File: src/rtl/etherneco_synctimer_pkg.sv
// etherneco_synctimer_pkg
// Shared definitions for the EtherNeco sync-timer slave front end:
//   - cmd_state_t : command-frame parser states
//   - CMD_BIT_*   : bit positions inside the command byte
//   - slot_base() : byte position of a node's offset/elapsed slot
package etherneco_synctimer_pkg;

  typedef enum logic [2:0] {
    ST_IDLE   = 3'd0,
    ST_CMD    = 3'd1,
    ST_TIME   = 3'd2,
    ST_SKIP   = 3'd3,
    ST_OFFSET = 3'd4,
    ST_DONE   = 3'd5
  } cmd_state_t;

  localparam int CMD_BIT_VALID    = 0;
  localparam int CMD_BIT_OVERRIDE = 1;

  // Slot base = header + time bytes + (node-1)*offset bytes, in 17 bits.
  // Node 0 yields a meaningless value; callers gate on node != 0.
  function automatic logic [16:0] slot_base(input int header_bytes,
                                            input int time_bytes,
                                            input int offset_bytes,
                                            input logic [7:0] node);
    logic [16:0] node_m1;
    node_m1 = {9'd0, node} - 17'd1;
    return 17'(header_bytes) + 17'(time_bytes) + node_m1 * 17'(offset_bytes);
  endfunction

endpackage

File: src/rtl/etherneco_field_capture.sv
// etherneco_field_capture
// Captures an NBYTES little-endian field from a byte stream by position:
// byte i is taken when i_pos == i_base + i while i_enable and i_valid.
// Ports:
//   i_clk, i_rst_n     : clock, async active-low reset
//   i_clear            : forget previous field (start of a new frame)
//   i_enable           : capture window open
//   i_base             : stream position of byte 0 of the field
//   i_pos/i_data/i_valid : byte stream
//   o_value            : captured field
//   o_done             : every byte of the field has been captured
//   o_done_next        : o_done as it will be after this cycle
module etherneco_field_capture #(
  parameter int NBYTES = 8
) (
  input  logic                  i_clk,
  input  logic                  i_rst_n,
  input  logic                  i_clear,
  input  logic                  i_enable,
  input  logic [16:0]           i_base,
  input  logic [15:0]           i_pos,
  input  logic [7:0]            i_data,
  input  logic                  i_valid,
  output logic [8*NBYTES-1:0]   o_value,
  output logic                  o_done,
  output logic                  o_done_next
);

  logic [NBYTES-1:0]   r_mask;
  logic [NBYTES-1:0]   w_hit;
  logic [NBYTES-1:0]   w_mask_next;
  logic [8*NBYTES-1:0] r_value;

  always_comb begin
    w_hit = '0;
    for (int i = 0; i < NBYTES; i++) begin
      if (i_enable && i_valid && ({1'b0, i_pos} == i_base + 17'(i))) begin
        w_hit[i] = 1'b1;
      end
    end
    // Completeness is tracked per byte, so bytes may arrive in any order.
    w_mask_next = (i_clear ? '0 : r_mask) | w_hit;
  end

  always_ff @(posedge i_clk or negedge i_rst_n) begin
    if (!i_rst_n) begin
      r_mask  <= '0;
      r_value <= '0;
    end else begin
      r_mask <= w_mask_next;
      for (int i = 0; i < NBYTES; i++) begin
        if (w_hit[i]) begin
          r_value[8*i +: 8] <= i_data;
        end else if (i_clear) begin
          r_value[8*i +: 8] <= 8'd0;
        end
      end
    end
  end

  assign o_value     = r_value;
  assign o_done      = &r_mask;
  assign o_done_next = &w_mask_next;

endmodule

File: src/rtl/etherneco_synctimer_slave_ex.sv
// etherneco_synctimer_slave_ex
// Sync-timer slave front end: parses the command frame (cmd byte, master
// time, own offset slot), issues a one-shot correction request on a
// complete frame, measures command-to-response turnaround against a
// free-running counter, and writes that turnaround into the node's slot
// of the response frame.
// Ports:
//   clk, reset (async, active low), adj_enable
//   cmd_rx_*  : command frame start/end/error pulses and node index
//   s_cmd_*   : command byte stream
//   res_rx_*  : response frame start/error pulses
//   s_res_*   : response byte stream
//   m_res_*   : replacement response byte (one cycle after the match)
//   correct_* : correction request to the synctimer core
//   elapsed_* : last turnaround measurement
//   err_count : saturating count of rejected command frames
//   o_dbg_state : parser state
module etherneco_synctimer_slave_ex
  import etherneco_synctimer_pkg::*;
#(
  parameter int TIMER_WIDTH    = 64,
  parameter int TIME_BYTES     = 8,
  parameter int OFFSET_BYTES   = 4,
  parameter int HEADER_BYTES   = 1,
  parameter int FREE_RUN_STEP  = 3,
  parameter int TIMEOUT_CYCLES = 65535
) (
  input  logic                      clk,
  input  logic                      reset,
  input  logic                      adj_enable,
  input  logic                      cmd_rx_start,
  input  logic                      cmd_rx_end,
  input  logic                      cmd_rx_error,
  input  logic [7:0]                cmd_rx_node,
  input  logic                      s_cmd_first,
  input  logic [15:0]               s_cmd_pos,
  input  logic [7:0]                s_cmd_data,
  input  logic                      s_cmd_valid,
  input  logic                      res_rx_start,
  input  logic                      res_rx_error,
  input  logic [15:0]               s_res_pos,
  input  logic [7:0]                s_res_data,
  input  logic                      s_res_valid,
  output logic [7:0]                m_res_data,
  output logic                      m_res_valid,
  output logic [TIMER_WIDTH-1:0]    correct_time,
  output logic                      correct_override,
  output logic                      correct_valid,
  output logic [8*OFFSET_BYTES-1:0] elapsed_time,
  output logic                      elapsed_ok,
  output logic [15:0]               err_count,
  output logic [2:0]                o_dbg_state
);

  localparam int OW    = 8 * OFFSET_BYTES;
  localparam int TBW   = 8 * TIME_BYTES;
  localparam int SUM_W = (TIMER_WIDTH > OW) ? TIMER_WIDTH : OW;
  localparam int TO_W  = $clog2(TIMEOUT_CYCLES + 1);

  cmd_state_t       r_state;
  cmd_state_t       w_state_next;
  logic [7:0]       r_cmd;
  logic [16:0]      w_base;
  logic             w_node_ok;
  logic             w_first;
  logic             w_accept;
  logic [TBW-1:0]   w_time_val;
  logic             w_time_done;
  logic             w_time_done_next;
  logic [OW-1:0]    w_off_val;
  logic             w_off_done;
  logic             w_off_done_next;
  logic [SUM_W-1:0] w_sum;

  assign w_base    = slot_base(HEADER_BYTES, TIME_BYTES, OFFSET_BYTES, cmd_rx_node);
  assign w_node_ok = |cmd_rx_node;
  assign w_first   = s_cmd_valid && s_cmd_first;

  etherneco_field_capture #(.NBYTES(TIME_BYTES)) u_time_cap (
    .i_clk       (clk),
    .i_rst_n     (reset),
    .i_clear     (w_first),
    .i_enable    ((r_state == ST_CMD) || (r_state == ST_TIME)),
    .i_base      (17'(HEADER_BYTES)),
    .i_pos       (s_cmd_pos),
    .i_data      (s_cmd_data),
    .i_valid     (s_cmd_valid),
    .o_value     (w_time_val),
    .o_done      (w_time_done),
    .o_done_next (w_time_done_next)
  );

  // Enabled from SKIP so the byte that matches the slot base is not lost.
  etherneco_field_capture #(.NBYTES(OFFSET_BYTES)) u_off_cap (
    .i_clk       (clk),
    .i_rst_n     (reset),
    .i_clear     (w_first),
    .i_enable    (w_node_ok && ((r_state == ST_SKIP) || (r_state == ST_OFFSET))),
    .i_base      (w_base),
    .i_pos       (s_cmd_pos),
    .i_data      (s_cmd_data),
    .i_valid     (s_cmd_valid),
    .o_value     (w_off_val),
    .o_done      (w_off_done),
    .o_done_next (w_off_done_next)
  );

  // Parser next state. Frame end/error win over everything, then a
  // restart on s_cmd_first, then normal byte-driven progress.
  always_comb begin
    w_state_next = r_state;
    if (cmd_rx_error || cmd_rx_end) begin
      w_state_next = ST_IDLE;
    end else if (w_first) begin
      w_state_next = ST_CMD;
    end else if (s_cmd_valid) begin
      case (r_state)
        ST_CMD:  w_state_next = w_time_done_next ? ST_SKIP : ST_TIME;
        ST_TIME: if (w_time_done_next) w_state_next = ST_SKIP;
        ST_SKIP, ST_OFFSET: begin
          if (w_off_done_next) begin
            w_state_next = ST_DONE;
          end else if ((r_state == ST_SKIP) && w_node_ok && ({1'b0, s_cmd_pos} == w_base)) begin
            w_state_next = ST_OFFSET;
          end
        end
        default: ;
      endcase
    end
  end

  assign w_accept = cmd_rx_end && !cmd_rx_error && (r_state == ST_DONE) &&
                    w_node_ok && w_time_done && w_off_done;
  assign w_sum    = SUM_W'(w_time_val) + SUM_W'(w_off_val);

  always_ff @(posedge clk or negedge reset) begin
    if (!reset) begin
      r_state          <= ST_IDLE;
      r_cmd            <= 8'd0;
      correct_time     <= '0;
      correct_override <= 1'b0;
      correct_valid    <= 1'b0;
      err_count        <= 16'd0;
    end else begin
      r_state       <= w_state_next;
      correct_valid <= 1'b0;
      if (w_first) begin
        r_cmd <= s_cmd_data;
      end
      if (w_accept) begin
        correct_time     <= w_sum[TIMER_WIDTH-1:0];
        correct_override <= r_cmd[CMD_BIT_OVERRIDE];
        correct_valid    <= r_cmd[CMD_BIT_VALID] && adj_enable;
      end else if (cmd_rx_end && (err_count != 16'hFFFF)) begin
        err_count <= err_count + 16'd1;
      end
    end
  end

  // Turnaround measurement.
  logic [OW-1:0]   r_free;
  logic [OW-1:0]   r_stamp;
  logic            r_armed;
  logic [TO_W-1:0] r_to_cnt;
  logic            w_expire;

  assign w_expire = r_armed && (r_to_cnt == TO_W'(TIMEOUT_CYCLES - 1));

  always_ff @(posedge clk or negedge reset) begin
    if (!reset) begin
      r_free       <= '0;
      r_stamp      <= '0;
      r_armed      <= 1'b0;
      r_to_cnt     <= '0;
      elapsed_time <= '0;
      elapsed_ok   <= 1'b0;
    end else begin
      r_free <= r_free + OW'(FREE_RUN_STEP);
      if (res_rx_start && r_armed) begin
        elapsed_time <= r_free - r_stamp;
        elapsed_ok   <= 1'b1;
        r_armed      <= 1'b0;
      end else if (w_expire) begin
        elapsed_time <= '1;
        elapsed_ok   <= 1'b0;
        r_armed      <= 1'b0;
      end else if (r_armed) begin
        r_to_cnt <= r_to_cnt + TO_W'(1);
      end
      // Placed last so a simultaneous start re-arms after measuring.
      if (cmd_rx_start) begin
        r_stamp  <= r_free;
        r_armed  <= 1'b1;
        r_to_cnt <= '0;
      end
    end
  end

  // Response insertion.
  logic       r_res_sup;
  logic       w_ins_hit;
  logic [7:0] w_ins_byte;

  always_comb begin
    w_ins_hit  = 1'b0;
    w_ins_byte = 8'd0;
    if (s_res_valid && w_node_ok && !r_res_sup && !res_rx_error) begin
      for (int i = 0; i < OFFSET_BYTES; i++) begin
        if ({1'b0, s_res_pos} == w_base + 17'(i)) begin
          w_ins_hit  = 1'b1;
          w_ins_byte = elapsed_time[8*i +: 8];
        end
      end
    end
  end

  always_ff @(posedge clk or negedge reset) begin
    if (!reset) begin
      r_res_sup   <= 1'b0;
      m_res_valid <= 1'b0;
      m_res_data  <= 8'd0;
    end else begin
      if (res_rx_error) begin
        r_res_sup <= 1'b1;
      end else if (res_rx_start) begin
        r_res_sup <= 1'b0;
      end
      m_res_valid <= w_ins_hit;
      m_res_data  <= w_ins_byte;
    end
  end

  assign o_dbg_state = r_state;

endmodule
File: config.mk
export PLATFORM = sky130hd
export DESIGN_NAME = etherneco_synctimer_slave_ex
export DESIGN_NICKNAME = d
export VERILOG_FILES = /design/src/rtl/etherneco_synctimer_pkg.sv /design/src/rtl/etherneco_field_capture.sv /design/src/rtl/etherneco_synctimer_slave_ex.sv
export SDC_FILE = /design/constraint.sdc
export NUM_CORES = 1
export LEC_CHECK = 0
export BUFFER_PORTS_ARGS = -buffer_cell sky130_fd_sc_hd__buf_2
export CAP_MARGIN = 15
export CORE_ASPECT_RATIO = 0.5
export CORE_MARGIN = 3
export CORE_UTILIZATION = 60
export DETAILED_ROUTE_END_ITERATION = 7
export PLACE_DENSITY_LB_ADDON = 0.05
export SYNTH_ARGS = -nofsm -noshare
export SYNTH_HDL_FRONTEND = slang
export SYNTH_SLANG_ARGS = --single-unit
export TNS_END_PERCENT = 20
File: constraint.sdc
create_clock -name clk -period 3.8 [get_ports clk]
set_input_delay 0.76 -clock clk [delete_from_list [all_inputs] [get_ports clk]]
set_output_delay 0.76 -clock clk [all_outputs]
set_load 0.03 [all_outputs]
==> summary.md, run 1 <==
| Metric | Value |
|---|---|
| Status | `finished, final reports clean` |
| Library cells used by synthesis | `71` |
| Int Pwr | `5.72 mW` |
| Nets | `2297` |
| Sink Count | `319` |
| Antenna violations before repair | `1` |
| IO buf count | `185` |
| Starting Density | `62.1%` |
| Max-slew violation count | `0` |
| Area contributors post-synth | `dfrtp_1 (46%), o21ai_0 (6.9%), xnor2_1 (5.3%), ha_1 (5.1%), nand2_1 (4.8%)` |
| Tmin final | `3.70 ns` |
| Maximum root-to-sink buffer count | `3` |
| RR Endpoint | `correct_time[42]` |
| FF-to-FF Start | `u_time_cap.o_value[0]` |
| CP Launch Type | `input pin` |
| WP data arrival | `4.19 ns` |
| Vias per cell | `5.76` |
| Die Wd | `248 um` |
| Fin worst setup slack | `0.0981 ns` |
| Leakage | `10.0 nW` |
| Crit-path slowest cell | `or4_4` |
| Maximum VDD drop | `0.423 mV` |
| Post-Syn Area | `17500 um^2` |
| Crit Path Category | `in -> reg` |
| Peak Freq | `270 MHz` |
| DR iter-0 viols | `1051` |
| Combinational power share | `13.6%` |
| Final setup vio count | `0` |
| Actual slew at the worst max-slew pin | `0.749 ns` |
| Fraction of layout instances using a drive strength above 1 | `18.0%` |
| Sequential share of the synthesized area | `45.6%` |
| Maxcap violations | `0` |
| Remaining Overflow, GRT | `0` |
| Main synth FF type | `dfrtp_1` |
| CTS tree | `yes` |
| Post-Synthesis Cells | `1920` |
| CTS Buf Count | `28` |
| Top-area cell type share of the netlist area | `45.6%` |
| Worst Setup End Kind | `flip-flop` |
| Flop pwr share | `46.0%` |
| IO Count | `194` |
| Final non-filler cell total | `2561` |
| DP Worst Slack | `-0.613 ns` |
| Layout filler cell count | `2191` |
| CORE AREA | `28200 um^2` |
| Setup TNS | `0 ns` |
| RSZ-0062 raised after global routing | `true` |
| CP cell instances | `buf_8 > inv_6 > ha_4 > xnor2_2 > inv_1 > ha_2 > xor2_1 > xnor2_1 > xor2_1 > or3_1 > or4_4 > or4_4 > nand2_4 > o211a_4 > o21ai_4 > o311ai_2 > o21ai_1 > a31oi_1` |
| CTS Root Cell | `clkbuf_16` |
| FFs w/ async S/R, synth | `100%` |
| Global placer's final weighted congestion | `0.905` |
| Psw | `2.14 mW` |
| Number of synthesized flops with an enable pin | `0` |
| Top cell family by delay on the critical path | `simple AND/OR/NAND/NOR gates` |
| Post-DP HPWL | `32000 um` |
| Pwr/cell area | `381 nW/um^2` |
| H-tree levels | `1` |
| Sw Ratio | `27.2%` |
| Synthesis-to-layout area growth | `17.9%` |
| Die H | `127 um` |
| Pre-antenna DRT Iters | `5` |
| WHS | `0.173 ns` |
| Clock skew | `0.0201 ns` |
| Buf+Inv Stages, Crit Path | `3` |
| CP required | `4.28 ns` |
| Final worst-path cycle share | `97.4%` |
| R2r setup slk | `0.25 ns` |
| Avg Cell Area, Syn | `9.11 um^2` |
| Clk_lat worst skew | `0.57 ns` |
| Vias in the first global route | `14381` |
| Antenna-violating nets left | `0` |
| Largest net degree at the start of global routing | `81` |
| Placed Cells | `2504` |
| Max FO, Critical Path | `3` |
| Die ar. | `31400 um^2` |
| Slew HR | `49.3%` |
| Routed WL | `44900 um` |
| Final Hold Viols | `0` |
| Synthesized flop and latch total | `319` |
| Total number of vias | `14749` |
| Area leader, netlist | `dfrtp_1` |
| Clk network pwr share | `40.4%` |
| Wire per inst | `17.5 um` |
| Synthesized Nets | `2061` |
| Row cnt | `43` |
| Register-to-Register Path Depth | `15` |
| DRC | `0` |
| Reg clk slew, reported paths | `0.07 ns` |
| Syn. warnings | `0` |
| GRT Total Usage | `28.6%` |
| HP Class | `in -> async` |
| First-pass GRT wire length | `73000 um` |
| Slowest stage delay, CP | `0.53 ns` |
cells in the final DEF (no fill, tap or decap), types with 24 or more instances in the layout:
cell type	netlist	routed
nand4_1	33	33
and3_1	25	25
buf_2	3	182
a21oi_1	93	92
nor2_1	118	118
buf_4	1	107
ha_1	72	70
xnor2_1	106	105
xor2_1	78	78
o21ai_0	241	233
nor3_1	24	24
clkbuf_16	0	29
inv_1	86	84
a21o_1	53	52
nand2_1	225	223
dfrtp_1	319	319
nand3_1	135	133
sequential cells by signal, summed over array words and instances (netlist names):
signal	cells
elapsed_time	32
correct_time	64
r_free	32
u_off_cap.r_mask	4
m_res_data	8
correct_valid	1
o_dbg_state	3
r_armed	1
r_to_cnt	16
elapsed_ok	1
u_time_cap.r_mask	8
correct_override	1
r_cmd	2
u_off_cap.o_value	32
m_res_valid	1
err_count	16
r_res_sup	1
r_stamp	32
u_time_cap.o_value	64
layer usage:
layer | up-vias | track usage [%] | wire (um) | share of wire, %
met4 | 0 | 6.68 | 1140 | 2.5
li1 | 7144 | - | - | -
met1 | 7199 | 39.2 | 20200 | 45
met5 | - | 0 | 0 | 0
met3 | 74 | 3.57 | 1900 | 4.2
met2 | 332 | 49.0 | 21600 | 48
cell type report:
class | count | area (um^2) | share of cell area (%)
tap | 382 | 478 | 2.32
antenna | 1 | 2.50 | 0.0121
sequential | 319 | 7980 | 38.7
clock inverter | 13 | 171 | 0.831
clock buffer | 39 | 853 | 4.14
multi-input combinational | 1425 | 8970 | 43.5
inverter | 86 | 330 | 1.60
timing repair buffer | 296 | 1840 | 8.92
synth_stat cells, drive strengths merged, types with 12 or more instances:
cell type and number:
dfrtp 319, o21ai 243, nand2 228, nand3 135
nor2 118, xnor2 106, a21oi 93, inv 86
clkbuf 79, xor2 78, ha 72, a21o 53
nand4 33, and3 25, nor3 24, nand2b 23
nor4 19, mux2i 18, nor2b 13, or3 12
kinds of logic after synthesis:
| kind of cell | count (synthesis) | share of synthesized area (%) |
|---|---|---|
| muxes | 26 | 1.54 |
| AOI/OAI and AO/OA | 471 | 15.7 |
| and+or+nand+nor | 666 | 18.1 |
| adders and majority gates | 74 | 5.38 |
| xor gates and xnor gates | 188 | 9.72 |
| DFF | 319 | 45.6 |
| buffers and inverters | 176 | 3.86 |
worst register-to-register path: cells and delay by family, from the launching register on:
kind / cells / cell delay, ns
xor+xnor: 1 / 0.17
simple gates: 2 / 0.43
fa+ha+maj: 2 / 0.58
buf+inv: 1 / 0.06
flops: 1 / 0.37
compound gates: 9 / 1.84
worst max-delay path by stage:
stage / end / slack (ns) / from / cells past startpoint
3_3_place_gp: o_dbg_state[0] / -0.49 / cmd_rx_node[1] / 18
3_5_place_dp: o_dbg_state[0] / -0.61 / cmd_rx_node[1] / 18
4_1_cts: o_dbg_state[0] / 0.001 / cmd_rx_node[1] / 18
2_1_floorplan: o_dbg_state[0] / -0.60 / cmd_rx_node[0] / 20
6_report: o_dbg_state[0] / 0.1 / cmd_rx_node[0] / 18
5_1_grt: o_dbg_state[0] / -0.09 / cmd_rx_node[1] / 18
through the flow:
step | cell area (um^2) | power, mW | util, %
global route | 20600 | 8.14 | 73.2
CTS | 20500 | 7.89 | 72.8
floorplan | 17600 | 4.27 | -
global placement | 19500 | 4.71 | 69.1
finish | 20600 | 7.86 | 73.2
detailed placement | 19500 | 4.73 | 69.1
repair_timing:
item,4_1_cts,5_1_grt
hold buffers,0,0
setup buffers,0,4
pin swaps,1,13
endpoints found under the setup margin,5,21
gates resized for setup,1,20
power by group through the flow:
stage          clock network, mW  registers (mW)  logic [mW]
2_1_floorplan                  0            3.83       0.437
3_3_place_gp                   0            3.68        1.03
3_5_place_dp                   0            3.68        1.05
4_1_cts                     3.22            3.62        1.05
5_1_grt                     3.35            3.63        1.16
6_report                    3.18            3.62        1.07
Power figures use the tool's default switching activity.
==> run 2: changes to the inputs <==
Settings changed: CORE_ASPECT_RATIO 0.5 to not set, CORE_UTILIZATION 60 to 47.
==> summary.md, run 2 (synthesized netlist as in run 1, its figures left out) <==
| Metric | Value |
|---|---|
| Status | `finished, final reports clean` |
| Layout filler cell count | `3341 (+52%)` |
| Post-DP HPWL | `33300 um (+4.0%)` |
| Final worst-path cycle share | `95.2% (-2.2 points)` |
| Maxcap violations | `0 (unchanged)` |
| Buf+Inv Stages, Crit Path | `3 (unchanged)` |
| FF-to-FF Start | `u_time_cap.o_value[0]` |
| Pre-antenna DRT Iters | `5 (unchanged)` |
| RR Endpoint | `correct_time[56]` |
| Top cell family by delay on the critical path | `simple AND/OR/NAND/NOR gates` |
| Slew HR | `49.9% (+0.64 points)` |
| Multi-input gate area | `9010 um^2 (+0.49%)` |
| Die ar. | `39600 um^2 (+26%)` |
| First-pass GRT wire length | `74500 um (+2.1%)` |
| Ant. Diodes | `0 (-1)` |
| CORE AREA | `36600 um^2 (+30%)` |
| Sink Count | `319 (unchanged)` |
| Finished layout cell area | `21000 um^2 (+1.6%)` |
| WP data arrival | `4.08 ns (-0.11 ns)` |
| Nets | `2303 (+0.26%)` |
| Total number of vias | `14504 (-1.7%)` |
| FF/Latch Area | `7980 um^2 (unchanged)` |
| Top cell by count, worst path | `xor2_1` |
| Vias per cell | `5.46 (-5.1%)` |
| IO Count | `194 (unchanged)` |
| Final Hold Viols | `0 (unchanged)` |
| CP Launch Type | `input pin` |
| Crit Path Category | `in -> reg` |
| Max-slew violation count | `0 (unchanged)` |
| Clock skew | `0.0127 ns (-0.00743 ns)` |
| Synthesis-to-layout area growth | `19.7%` |
| Slowest stage delay, CP | `0.55 ns (+0.02 ns)` |
| Routed WL | `45600 um (+1.7%)` |
| Fraction of layout instances using a drive strength above 1 | `18.5% (+0.47 points)` |
| Antenna violations before repair | `7 (+6)` |
| Peak Freq | `276 MHz (+2.3%)` |
| Register-to-Register Path Depth | `16 (+1)` |
| CP cell instances | `buf_2 > inv_6 > ha_4 > xnor2_4 > inv_2 > ha_2 > xor2_1 > xnor2_1 > xor2_1 > or3_1 > or4_4 > or2_4 > nor4_4 > o211a_4 > o21ai_2 > o311ai_2 > o21ai_1 > a31oi_1` |
| DR iter-0 viols | `739 (-30%)` |
| IO buf count | `185 (unchanged)` |
| Dpl cell area | `19600 um^2 (+0.58%)` |
| CTS Buf Count | `37 (+32%)` |
| DRC | `0 (unchanged)` |
| Actual slew at the worst max-slew pin | `0.751 ns (+0.00225 ns)` |
| Die H | `199 um (+57%)` |
| Clk_lat worst skew | `0.54 ns (-0.03 ns)` |
| H-tree levels | `2 (+1)` |
| Tmin final | `3.62 ns (-0.0826 ns)` |
| Maximum VDD drop | `0.330 mV (-22%)` |
| Maximum root-to-sink buffer count | `3 (unchanged)` |
| Final setup vio count | `0 (unchanged)` |
| Wire per inst | `17.2 um (-1.9%)` |
| Worst Setup End Kind | `flip-flop` |
| Setup TNS | `0 ns (unchanged)` |
| CTS Root Cell | `clkbuf_16` |
| Design Power | `8.28 mW (+5.3%)` |
| CP required | `4.26 ns (-0.02 ns)` |
| CP startpoint | `cmd_rx_node[0]` |
| R2r setup slk | `0.25 ns (about the same)` |
| Max FO, Critical Path | `3 (unchanged)` |
| Crit-path slowest cell | `or4_4` |
| GRT Total Usage | `23.2% (-5.4 points)` |
| Row cnt | `70 (+63%)` |
| Leading cell type in the layout, fill and taps excluded | `dfrtp_1` |
| Starting Density | `47.8% (-14 points)` |
| Global placer's final weighted congestion | `0.889 (-1.8%)` |
| Leakage | `10.1 nW (+1.0%)` |
| Vias in the first global route | `14364 (-0.12%)` |
| Antenna-violating nets left | `0 (unchanged)` |
| Largest net degree at the start of global routing | `92 (+14%)` |
| Reg clk slew, reported paths | `0.06 ns (about the same)` |
| HP Class | `in -> async` |
| CTS tree | `yes` |
| Remaining Overflow, GRT | `0 (unchanged)` |
| Most frequent cells in the layout | `dfrtp_1 (319), o21ai_0 (233), nand2_1 (222)` |
| Pwr/cell area | `395 nW/um^2 (+3.7%)` |
| Die Wd | `199 um (-20%)` |
[run 2: changes by cell type in the layout (fill, tap and decap cells not counted), moves of 2 or more]
cell,change
bufinv_16,-2
clkbuf_1,+6
buf_4,-4
xnor2_1,-2
inv_2,+2
buf_2,+2
clkinv_2,-2
clkbuf_16,+10
buf_8,-2
[run 2: routing by layer]
layer | wire length, um | up-vias | global-route usage [%] | part of all wire [%]
met5 | 110 | - | 0 | 0.24
met4 | 1090 | 14 | 6.22 | 2.4
met3 | 1920 | 89 | 4.57 | 4.2
met2 | 21900 | 264 | 39.5 | 48
met1 | 20600 | 6962 | 30.3 | 45
li1 | - | 7175 | - | -
[run 2: metrics by stage]
stage	instances	setup WS [ns]	utilization, %	hold slack (ns)
2_1_floorplan	1920	-0.596	-	0.446
3_3_place_gp	2589	-0.567	53.5	0.458
3_5_place_dp	2589	-0.573	53.5	0.465
4_1_cts	2653	0.0323	56.9	0.243
5_1_grt	2655	-0.0148	57.2	0.265
6_report	2655	0.181	57.2	0.217
[run 2: worst max-delay path by stage]
stage,end,depth (start not counted),slack (ns)
2_1_floorplan,o_dbg_state[0],20,-0.60
3_3_place_gp,o_dbg_state[0],18,-0.57
3_5_place_dp,o_dbg_state[0],18,-0.57
4_1_cts,o_dbg_state[0],18,0.03
5_1_grt,o_dbg_state[0],18,-0.01
6_report,o_dbg_state[0],18,0.18
[run 2: power breakdown]
group / internal [mW] / switching, mW
logic: 0.384 / 0.658
clock network: 2.20 / 1.42
registers: 3.50 / 0.119
[run 2: cell type report]
class                           instances  share of cell area [%]
Clock inverter                          8                   0.448
Clock buffer                           56                    5.44
Timing Repair Buffer                  293                    8.63
Multi-Input combinational cell       1425                    43.0
Tap cell                              468                    2.79
Inverter                               86                    1.56
Sequential cell                       319                    38.1
[run 2: repair_timing]
item                       4_1_cts  5_1_grt
buffers inserted                 0        2
cloned                           0        0
resized for setup                3       20
setup endpoints to repair        1       36
hold buffers                     0        0
pin swaps                        0       10
==> run 3: changes to the inputs <==
Settings changed: CELL_PAD_IN_SITES_DETAIL_PLACEMENT set to 0, CELL_PAD_IN_SITES_GLOBAL_PLACEMENT set to 1, CORE_UTILIZATION 47 to 46.
==> summary.md, run 3 (synthesized netlist as in run 1, its figures left out) <==
| Metric | Value |
|---|---|
| Status | `finished, final reports clean` |
| Synthesis-to-layout area growth | `20.2%` |
| Crit-path slowest cell | `or4_4` |
| Crit Path Category | `in -> reg` |
| H-tree levels | `2 (unchanged)` |
| Actual slew at the worst max-slew pin | `0.815 ns (+0.0642 ns)` |
| Setup TNS | `0 ns (unchanged)` |
| Global placer's final weighted congestion | `0.837 (-5.8%)` |
| Sink Count | `319 (unchanged)` |
| Largest net degree at the start of global routing | `92 (unchanged)` |
| Pre-antenna DRT Iters | `7 (+2)` |
| Vias per cell | `5.37 (-1.8%)` |
| FF-to-FF Start | `u_time_cap.o_value[0]` |
| Dpl cell area | `19700 um^2 (+0.40%)` |
| Maxcap violations | `0 (unchanged)` |
| CP required | `4.25 ns (about the same)` |
| Maximum VDD drop | `0.312 mV (-5.3%)` |
| WP data arrival | `4.16 ns (+0.08 ns)` |
| Tmin final | `3.71 ns (+0.0918 ns)` |
| DRC | `0 (unchanged)` |
| Die ar. | `40400 um^2 (+2.1%)` |
| Fraction of layout instances using a drive strength above 1 | `18.3% (-0.25 points)` |
| Slew HR | `45.5% (-4.4 points)` |
| DR iter-0 viols | `740 (+0.14%)` |
| Peak Freq | `269 MHz (-2.5%)` |
| CP cell instances | `buf_8 > inv_6 > ha_4 > xnor2_2 > inv_2 > ha_4 > xor2_1 > xnor2_1 > xor2_1 > or3_1 > or4_4 > or2_4 > nor4_4 > o211a_4 > buf_4 > o211ai_1 > nand2_2 > o21ai_0 > a31oi_1` |
| R2r setup slk | `0.36 ns (+0.11 ns)` |
| Max-slew violation count | `0 (unchanged)` |
| Finished layout cell area | `21000 um^2 (+0.41%)` |
| CTS Root Cell | `clkbuf_16` |
| Pwr/cell area | `396 nW/um^2 (+0.21%)` |
| Most frequent cells in the layout | `dfrtp_1 (319), o21ai_0 (233), nand2_1 (222)` |
| Antenna violations before repair | `1 (-6)` |
| Total number of vias | `14458 (-0.32%)` |
| Leading cell type in the layout, fill and taps excluded | `dfrtp_1` |
| Layout filler cell count | `3415 (+2.2%)` |
| Final worst-path cycle share | `97.7% (+2.4 points)` |
| CTS tree | `yes` |
| Final Hold Viols | `0 (unchanged)` |
| Remaining Overflow, GRT | `0 (unchanged)` |
| Starting Density | `47.2% (-0.56 points)` |
| Routed WL | `45800 um (+0.42%)` |
| Die H | `201 um (+1.0%)` |
| RR Endpoint | `correct_time[50]` |
| RSZ-0062 raised after global routing | `true` |
| Worst Setup End Kind | `flip-flop` |
| Leakage | `10.1 nW (about the same)` |
| Register-to-Register Path Depth | `15 (-1)` |
| First-pass GRT wire length | `74900 um (+0.56%)` |
| Row cnt | `70 (unchanged)` |
| Max FO, Critical Path | `5 (+2)` |
| Slowest stage delay, CP | `0.54 ns (about the same)` |
| Post-route core utilization | `56.8% (-0.44 points)` |
| IO Count | `194 (unchanged)` |
| Clock skew | `0.0170 ns (+0.00429 ns)` |
| Nets | `2305 (+0.087%)` |
| Final setup vio count | `0 (unchanged)` |
| Clk_lat worst skew | `0.55 ns (about the same)` |
| Post-DP HPWL | `33300 um (+0.23%)` |
| Reg clk slew, reported paths | `0.06 ns (about the same)` |
| CORE AREA | `37000 um^2 (+1.2%)` |
| Wire per inst | `17.0 um (-1.0%)` |
| Die Wd | `201 um (+1.0%)` |
| Vias in the first global route | `14319 (-0.31%)` |
| GRT Total Usage | `22.5% (-0.70 points)` |
| Antenna-violating nets left | `0 (unchanged)` |
| Maximum root-to-sink buffer count | `3 (unchanged)` |
| CP Launch Type | `input pin` |
| HP Class | `in -> async` |
| IO buf count | `185 (unchanged)` |
| CTS Buf Count | `37 (unchanged)` |
[run 3: cell count changes in the layout (fill, tap and decap cells not counted), moves of 2 or more]
cell,previous run,this run
buf_12,5,7
clkbuf_1,7,9
clkinv_2,5,3
xnor2_1,103,105
buf_2,184,182
[run 3: critical path: cells and delay by family]
| kind | cells | cell delay, ns |
|---|---|---|
| adder cells (fa/ha/maj) | 2 | 0.31 |
| XOR/XNOR | 4 | 0.61 |
| AO/OA/AOI/OAI | 4 | 0.58 |
| buffers and inverters | 4 | 0.28 |
| AND/OR/NAND/NOR | 5 | 1.61 |
[run 3: power breakdown]
group	switching, mW	leakage, nW	internal, mW
combinational	0.659	5.18	0.388
sequential	0.118	4.33	3.50
clock	1.41	0.615	2.25
total	2.19	10.1	6.14
[run 3: final cells by class]
class	instances	area (um^2)	share of cell area, %
clock inverter	7	114	0.541
inverter	86	330	1.57
timing repair buffer	295	1870	8.87
multi-input combinational	1425	8980	42.7
sequential	319	7980	37.9
tap	504	631	3.00
clock buffer	57	1130	5.39
antenna	1	2.50	0.0119
[run 3: worst max path at each step]
stage | from | end | cells after the start
floorplan | cmd_rx_node[0] | o_dbg_state[0] | 20
global placement | cmd_rx_node[1] | o_dbg_state[0] | 18
detailed placement | cmd_rx_node[1] | o_dbg_state[0] | 18
CTS | cmd_rx_node[1] | o_dbg_state[0] | 18
global route | cmd_rx_node[1] | o_dbg_state[0] | 18
finish | cmd_rx_node[0] | o_dbg_state[0] | 19
[run 3: timing repair]
| item | in CTS | in global routing |
|---|---|---|
| cloned | 0 | 0 |
| setup endpoints to repair | 1 | 28 |
| pin swaps | 0 | 13 |
| setup buffers | 0 | 3 |
| hold endpoints to repair | 0 | 0 |
| gates resized for setup | 3 | 20 |
| hold buffers | 0 | 0 |
[run 3: through the flow]
step	cells	hold WS, ns	power [mW]	worst slack (ns)
floorplan	1920	0.446	4.27	-0.596
global placement	2626	0.457	4.71	-0.521
detailed placement	2626	0.465	4.72	-0.589
CTS	2690	0.197	8.41	0.0223
global route	2694	0.217	8.67	-0.0837
finish	2694	0.191	8.33	0.0890
[run 3: routing by layer]
layer	wire, um	vias up	part of all wire (%)	global-route usage [%]
li1	-	7168	-	-
met4	1530	0	3.3	8.26
met5	0	-	0	0
met2	21900	272	48	38.0
met3	1660	85	3.6	3.16
met1	20700	6933	45	29.4
